## src/rtl/sprite_overlay_engine.sv

```systemverilog
// sprite_overlay_engine
//   Composites NUM_SPRITES solid-colour rectangles over the background pixel
//   stream with fixed priority, where sprite 0 has the highest priority. Once
//   per frame it also reports, for each sprite, whether the wall colour touches
//   the background just above, below, left of or right of that sprite.
//   Sprite state is captured at the iVS falling edge, so mid-frame updates on
//   the iSPR_* inputs never tear the picture.
// Ports
//   iVGA_CLK, reset      pixel clock, async active-high reset
//   iBLANK_n, iVS        active-video qualifier, vertical sync (active low)
//   iBG_BGR, iWALL_COLOR background pixel, colour treated as wall
//   iSPR_EN/X/Y/COLOR    packed per-sprite enable, position, colour
//   oBGR, oBLANK_n, oVS  composited pixel stream (2-cycle latency)
//   oCOLL_*              per-sprite collision flags for the last full frame
//   oCOLL_VALID          one-cycle pulse when oCOLL_* update
module sprite_overlay_engine #(
  parameter int NUM_SPRITES = 4,
  parameter int SPRITE_W    = 24,
  parameter int SPRITE_H    = 24,
  parameter int H_ACTIVE    = 640,
  parameter int V_ACTIVE    = 480
) (
  input  logic                      iVGA_CLK,
  input  logic                      reset,
  input  logic                      iBLANK_n,
  input  logic                      iVS,
  input  logic [23:0]               iBG_BGR,
  input  logic [23:0]               iWALL_COLOR,
  input  logic [NUM_SPRITES-1:0]    iSPR_EN,
  input  logic [10*NUM_SPRITES-1:0] iSPR_X,
  input  logic [9*NUM_SPRITES-1:0]  iSPR_Y,
  input  logic [24*NUM_SPRITES-1:0] iSPR_COLOR,
  output logic [23:0]               oBGR,
  output logic                      oBLANK_n,
  output logic                      oVS,
  output logic [NUM_SPRITES-1:0]    oCOLL_UP,
  output logic [NUM_SPRITES-1:0]    oCOLL_DOWN,
  output logic [NUM_SPRITES-1:0]    oCOLL_LEFT,
  output logic [NUM_SPRITES-1:0]    oCOLL_RIGHT,
  output logic                      oCOLL_VALID
);

  logic                      vs_q;
  logic                      frame_start;
  logic [9:0]                x;
  logic [8:0]                y;
  logic [10:0]               x_ext;
  logic [9:0]                y_ext;
  logic [NUM_SPRITES-1:0]    sh_en;
  logic [10*NUM_SPRITES-1:0] sh_x;
  logic [9*NUM_SPRITES-1:0]  sh_y;
  logic [24*NUM_SPRITES-1:0] sh_color;
  logic [NUM_SPRITES-1:0]    hit, hit_q;
  logic [NUM_SPRITES-1:0]    pr_up, pr_down, pr_left, pr_right;
  logic [NUM_SPRITES-1:0]    acc_up, acc_down, acc_left, acc_right;
  logic                      frame_seen;
  logic [23:0]               bg_q;
  logic                      blank_q;
  logic [23:0]               sel_color;
  logic                      wall_hit;

  // vs_q doubles as the stage-1 copy of iVS and the edge-detect reference
  assign frame_start = vs_q & ~iVS;
  assign x_ext       = {1'b0, x};
  assign y_ext       = {1'b0, y};
  assign wall_hit    = (iBG_BGR == iWALL_COLOR);

  // Bounds are one bit wider than the position so edge sprites clip instead of wrapping
  for (genvar g = 0; g < NUM_SPRITES; g++) begin : g_spr
    logic [10:0] xs, xe;
    logic [9:0]  ys, ye;
    logic        in_x, in_y, probe_ok;
    assign xs       = {1'b0, sh_x[10*g +: 10]};
    assign xe       = xs + 11'(SPRITE_W);
    assign ys       = {1'b0, sh_y[9*g +: 9]};
    assign ye       = ys + 10'(SPRITE_H);
    assign in_x     = (x_ext > xs) && (x_ext < xe);
    assign in_y     = (y_ext > ys) && (y_ext < ye);
    assign hit[g]   = sh_en[g] & in_x & in_y;
    assign probe_ok = iBLANK_n & sh_en[g] & wall_hit;
    assign pr_up[g]    = probe_ok & (y_ext == ys) & in_x;
    assign pr_down[g]  = probe_ok & (y_ext == ye) & in_x;
    assign pr_left[g]  = probe_ok & (x_ext == xs) & in_y;
    assign pr_right[g] = probe_ok & (x_ext == xe) & in_y;
  end

  // Descending scan so the lowest-index hit wins
  always_comb begin
    sel_color = bg_q;
    for (int i = NUM_SPRITES - 1; i >= 0; i--) begin
      if (hit_q[i]) sel_color = sh_color[24*i +: 24];
    end
  end

  always_ff @(posedge iVGA_CLK or posedge reset) begin
    if (reset) begin
      x <= '0;
      y <= '0;
    end else if (frame_start) begin
      x <= '0;
      y <= '0;
    end else if (iBLANK_n) begin
      if (x == 10'(H_ACTIVE - 1)) begin
        x <= '0;
        if (y != 9'(V_ACTIVE - 1)) y <= y + 9'd1;
      end else begin
        x <= x + 10'd1;
      end
    end
  end

  always_ff @(posedge iVGA_CLK or posedge reset) begin
    if (reset) begin
      sh_en    <= '0;
      sh_x     <= '0;
      sh_y     <= '0;
      sh_color <= '0;
    end else if (frame_start) begin
      sh_en    <= iSPR_EN;
      sh_x     <= iSPR_X;
      sh_y     <= iSPR_Y;
      sh_color <= iSPR_COLOR;
    end
  end

  always_ff @(posedge iVGA_CLK or posedge reset) begin
    if (reset) begin
      vs_q     <= 1'b0;
      hit_q    <= '0;
      bg_q     <= '0;
      blank_q  <= 1'b0;
      oBGR     <= '0;
      oBLANK_n <= 1'b0;
      oVS      <= 1'b0;
    end else begin
      vs_q     <= iVS;
      hit_q    <= hit;
      bg_q     <= iBG_BGR;
      blank_q  <= iBLANK_n;
      oBGR     <= blank_q ? sel_color : 24'h000000;
      oBLANK_n <= blank_q;
      oVS      <= vs_q;
    end
  end

  // Transfer uses accumulators built with the outgoing frame's shadows
  always_ff @(posedge iVGA_CLK or posedge reset) begin
    if (reset) begin
      acc_up      <= '0;
      acc_down    <= '0;
      acc_left    <= '0;
      acc_right   <= '0;
      oCOLL_UP    <= '0;
      oCOLL_DOWN  <= '0;
      oCOLL_LEFT  <= '0;
      oCOLL_RIGHT <= '0;
      oCOLL_VALID <= 1'b0;
      frame_seen  <= 1'b0;
    end else if (frame_start) begin
      if (frame_seen) begin
        oCOLL_UP    <= acc_up;
        oCOLL_DOWN  <= acc_down;
        oCOLL_LEFT  <= acc_left;
        oCOLL_RIGHT <= acc_right;
      end
      oCOLL_VALID <= frame_seen;
      acc_up      <= '0;
      acc_down    <= '0;
      acc_left    <= '0;
      acc_right   <= '0;
      frame_seen  <= 1'b1;
    end else begin
      oCOLL_VALID <= 1'b0;
      acc_up      <= acc_up    | pr_up;
      acc_down    <= acc_down  | pr_down;
      acc_left    <= acc_left  | pr_left;
      acc_right   <= acc_right | pr_right;
    end
  end

endmodule

```

## config.mk

```make
export PLATFORM = sky130hd
export DESIGN_NAME = sprite_overlay_engine
export DESIGN_NICKNAME = d
export VERILOG_FILES = /design/src/rtl/sprite_overlay_engine.sv
export SDC_FILE = /design/constraint.sdc
export NUM_CORES = 1
export LEC_CHECK = 0
export ABC_AREA = 0
export CORE_ASPECT_RATIO = 0.5
export CORE_UTILIZATION = 54
export DETAILED_ROUTE_END_ITERATION = 16
export PLACE_DENSITY_LB_ADDON = 0.08
export SKIP_CTS_REPAIR_TIMING = 1
export SYNTH_ARGS = -nofsm -noshare
export SYNTH_HDL_FRONTEND = slang
export SYNTH_SLANG_ARGS = --single-unit
```

## constraint.sdc

```tcl
create_clock -name iVGA_CLK -period 10 [get_ports iVGA_CLK]
set_clock_uncertainty 0.05 [all_clocks]
set_input_delay 1 -clock iVGA_CLK [delete_from_list [all_inputs] [get_ports iVGA_CLK]]
set_output_delay 1 -clock iVGA_CLK [all_outputs]
set_load 0.01 [all_outputs]
```

==> metrics.md <==
| Metric | Value |
|---|---|
| Status | `completed` |
| Reg2reg path depth | `11` |
| CP Capture Type | `register` |
| Final TNS setup | `0 ns` |
| Grt ovf | `0` |
| Final Non-Filler Cells | `between 2000 and 2500` |
| Vias in the first global route | `12776` |
| DR vias/cell | `around 5.5` |
| Synth top area cells | `dfrtp_1 (47%), nand2_1 (12%), ha_1 (11%), o21ai_0 (5.2%), mux2i_1 (3.1%)` |
| Crit path launch type | `input port` |
| Via count | `12692` |
| Std-Cell Core Area | `about 28000 µm²` |
| Syn_nets | `2026` |
| First-pass iteration count of the detailed router | `5` |
| R2r startpoint | `sh_y[21]` |
| Final WL | `41200 µm` |
| Antenna viol nets, final | `0` |
| Ys flop type | `dfrtp_1` |
| Most common cell after layout, fill and taps aside | `nand2_1` |
| Crit Reg-Reg Endpoint | `acc_right[2]` |
| # rows | `43` |
| Worst-Margin Slew | `roughly 1.0 ns` |
| Syn Area/Cell | `approximately 9.2 µm²` |
| Fmax | `slightly below 0.3 GHz` |
| Number of synthesized register bits | `about 290` |
| CTS max path bufs | `3` |
| Post-synth top area cell | `dfrtp_1` |
| Ys Warns | `0` |
| Max-slew violations | `0` |
| Power per cell area | `around 160 nW/µm²` |
| Synth unique cells | `55` |
| Area growth syn-to-layout | `26.3%` |
| Clock transition at path regs | `around 0.07 ns` |
| Setup slack at placement | `between 6 and 7 ns` |
| CP max stage delay | `roughly 0.64 ns` |
| Final setup viols | `0` |
| Routability cong. | `between 0.8 and 0.9` |
| Hold crit path type | `register to register` |
| DIE AREA | `between 20000 and 30000 µm²` |
| Final hold violation count | `0` |
| Final Worst Setup Slack | `about 6.6 ns` |
| Number of synthesized flops with an enable pin | `0` |
| DRC viols | `0` |
| Syn Inst Count | `~1700` |
| TritonCTS clock tree | `built` |
| Starting Density | `between 50 and 60%` |
| Die Height | `between 100 and 150 µm` |
| Clock root cell | `clkbuf_16` |
| Critical path depth | `7` |
| Minimum clock period | `about 3.4 ns` |
| Crit path from | `iVS` |
| Max-slew headroom | `a little under a third` |
| Share of post-route cells with drive strength above 1 | `under 10%` |
| Crit path buf inv count | `1` |
| Cell family with most CP delay | `simple AND/OR/NAND/NOR gates` |
| Port bufs | `270` |
| # clock sinks | `approximately 290` |
| DR iter-0 viols | `about 870` |
| RSZ-0062 raised after global routing | `false` |
| CTS Buf Count | `27` |
| VDD IR max | `~0.15 mV` |
| Critical path class | `input port to register` |
| First-pass GRT wire length | `66200 µm` |
| Post-DP HPWL | `about 29000 µm` |
| Fin crit share | `around 34%` |
| Flop-to-flop setup slack | `between 6 and 7 ns` |
| Clock latency on the worst-skew pair | `roughly 0.57 ns` |
| Asr flop ratio synth | `100%` |
| Critical path endpoint | `acc_down[2]` |
| Crit path DAT | `around 3.8 ns` |
| Initial antenna violation count | `1` |
| I/O pin total | `roughly 270` |
| Die Wd | `240 µm` |
| All-Layer GR Usage | `between 20% and 30%` |
| Crit-path max FO | `36` |
| Cell-by-cell trace of the critical path | `clkdlybuf4s50_1 > nand2b_4 > nand3_1 > nor4_2 > nand4_2 > or4_1 > o21ai_0` |
| Post-synthesis sequential area ratio | `a little under half` |
| Placed cell count | `roughly 2300` |
| Top cell type's share of synthesized area | `a little under half` |
| Final nets | `~2300` |
| Synthesized cell area | `about 15000 µm²` |
| Max Cap Viol | `0` |
| Avg WL per Cell | `about 18 µm` |
| Pin count of the biggest net entering global routing | `around 260` |
| Required time of the worst setup path | `10.44 ns` |
| H-Tree Level Count | `1` |
| Commonest non-fill, non-tap cells in the layout | `nand2_1 (480), dfrtp_1 (285), clkdlybuf4s50_1 (270), o21ai_0 (160), ha_1 (138)` |
| Slowest stage cell, crit path | `or4_1` |
| Static Leak | `between 9 and 10 nW` |
==> where the power goes <==
group          leakage (nW)  switching (mW)  internal, mW
Clock                 0.481           0.487         0.673
Sequential             3.60          0.0713          1.26
Combinational          4.99           0.281         0.246
==> synthesized netlist by cell type (35+ instances only) <==
cell / count
a21oi_1: 40
nand3_1: 38
clkbuf_1: 55
nor2_1: 35
ha_1: 138
inv_1: 82
xnor2_1: 47
nand2_1: 480
mux2i_1: 48
dfrtp_1: 285
o21ai_0: 160
==> layer usage <==
layer / up-vias / track usage (%) / wire (µm)
li1: 6099 / - / -
met1: 6183 / 39.8 / 18500
met2: 339 / 48.7 / 19700
met3: 71 / 3.84 / 1960
met5: - / 0 / 0
met4: 0 / 7.92 / 1030
==> how the worst min path moves through the flow <==
stage | startpoint | to | slack [ns] | cells after the start
2_1_floorplan | vs_q | oVS | 0.34 | 0
3_3_place_gp | frame_seen | frame_seen | 0.40 | 1
3_5_place_dp | frame_seen | frame_seen | 0.40 | 1
4_1_cts | frame_seen | frame_seen | 0.43 | 1
5_1_grt | frame_seen | frame_seen | 0.43 | 1
6_report | sh_color[74] | sh_color[74] | 0.42 | 2
==> cells by family (layout without fill, tap and decap cells) <==
| logic type | count (synthesis) | in the layout | synth area share, % |
|---|---|---|---|
| other | 0 | 1 | 0 |
| and+or+nand+nor | 673 | 673 | 19.1 |
| buffers and inverters | 145 | 410 | 3.63 |
| xor gates and xnor gates | 72 | 72 | 4.13 |
| DFF | 285 | 285 | 46.7 |
| adders and majority gates | 138 | 138 | 11.3 |
| AOI/OAI and AO/OA | 283 | 283 | 10.8 |
| muxes | 64 | 64 | 4.32 |
==> state kept, by name, indices dropped and copies added, names as in the netlist, 4 cells and up <==
| register | cells |
|---|---|
| sh_color | 96 |
| sh_x | 40 |
| sh_y | 36 |
| bg_q | 24 |
| oBGR | 24 |
| x | 10 |
| y | 9 |
| acc_down | 4 |
| acc_left | 4 |
| acc_right | 4 |
| acc_up | 4 |
| hit_q | 4 |
| oCOLL_DOWN | 4 |
| oCOLL_LEFT | 4 |
| oCOLL_RIGHT | 4 |
| oCOLL_UP | 4 |
| sh_en | 4 |
==> area by class of cell <==
class                      count  area, µm²
multi-input combinational   1230       7600
antenna                        1       2.50
fill                        2190       8460
clock inverter                19        283
tap                          382        478
sequential                   285       7130
inverter                      82        315
timing repair buffer         278       2780
clock buffer                  31        711
==> worst reg2reg max path, delay by kind of cell (launching register included) <==
kind                       cells  cell delay, ns
adders and majority gates      2            0.50
DFF                            1            0.41
buffers and inverters          1            0.10
AOI/OAI and AO/OA              5            1.38
and+or+nand+nor                2            0.50
xor gates and xnor gates       1            0.15
==> metrics by stage <==
stage / util, % / instance area [µm²] / total power [mW] / hold slack (ns)
final: 69.5 / 19300 / 3.02 / 0.423
after global routing: 69.5 / 19300 / 3.16 / 0.431
after CTS: 69.5 / 19300 / 3.02 / 0.426
after detailed placement: 65.9 / 18300 / 1.87 / 0.405
after global placement: 65.9 / 18300 / 1.84 / 0.403
after floorplan: - / 15300 / 1.65 / 0.337
Power figures use the tool's default switching activity.
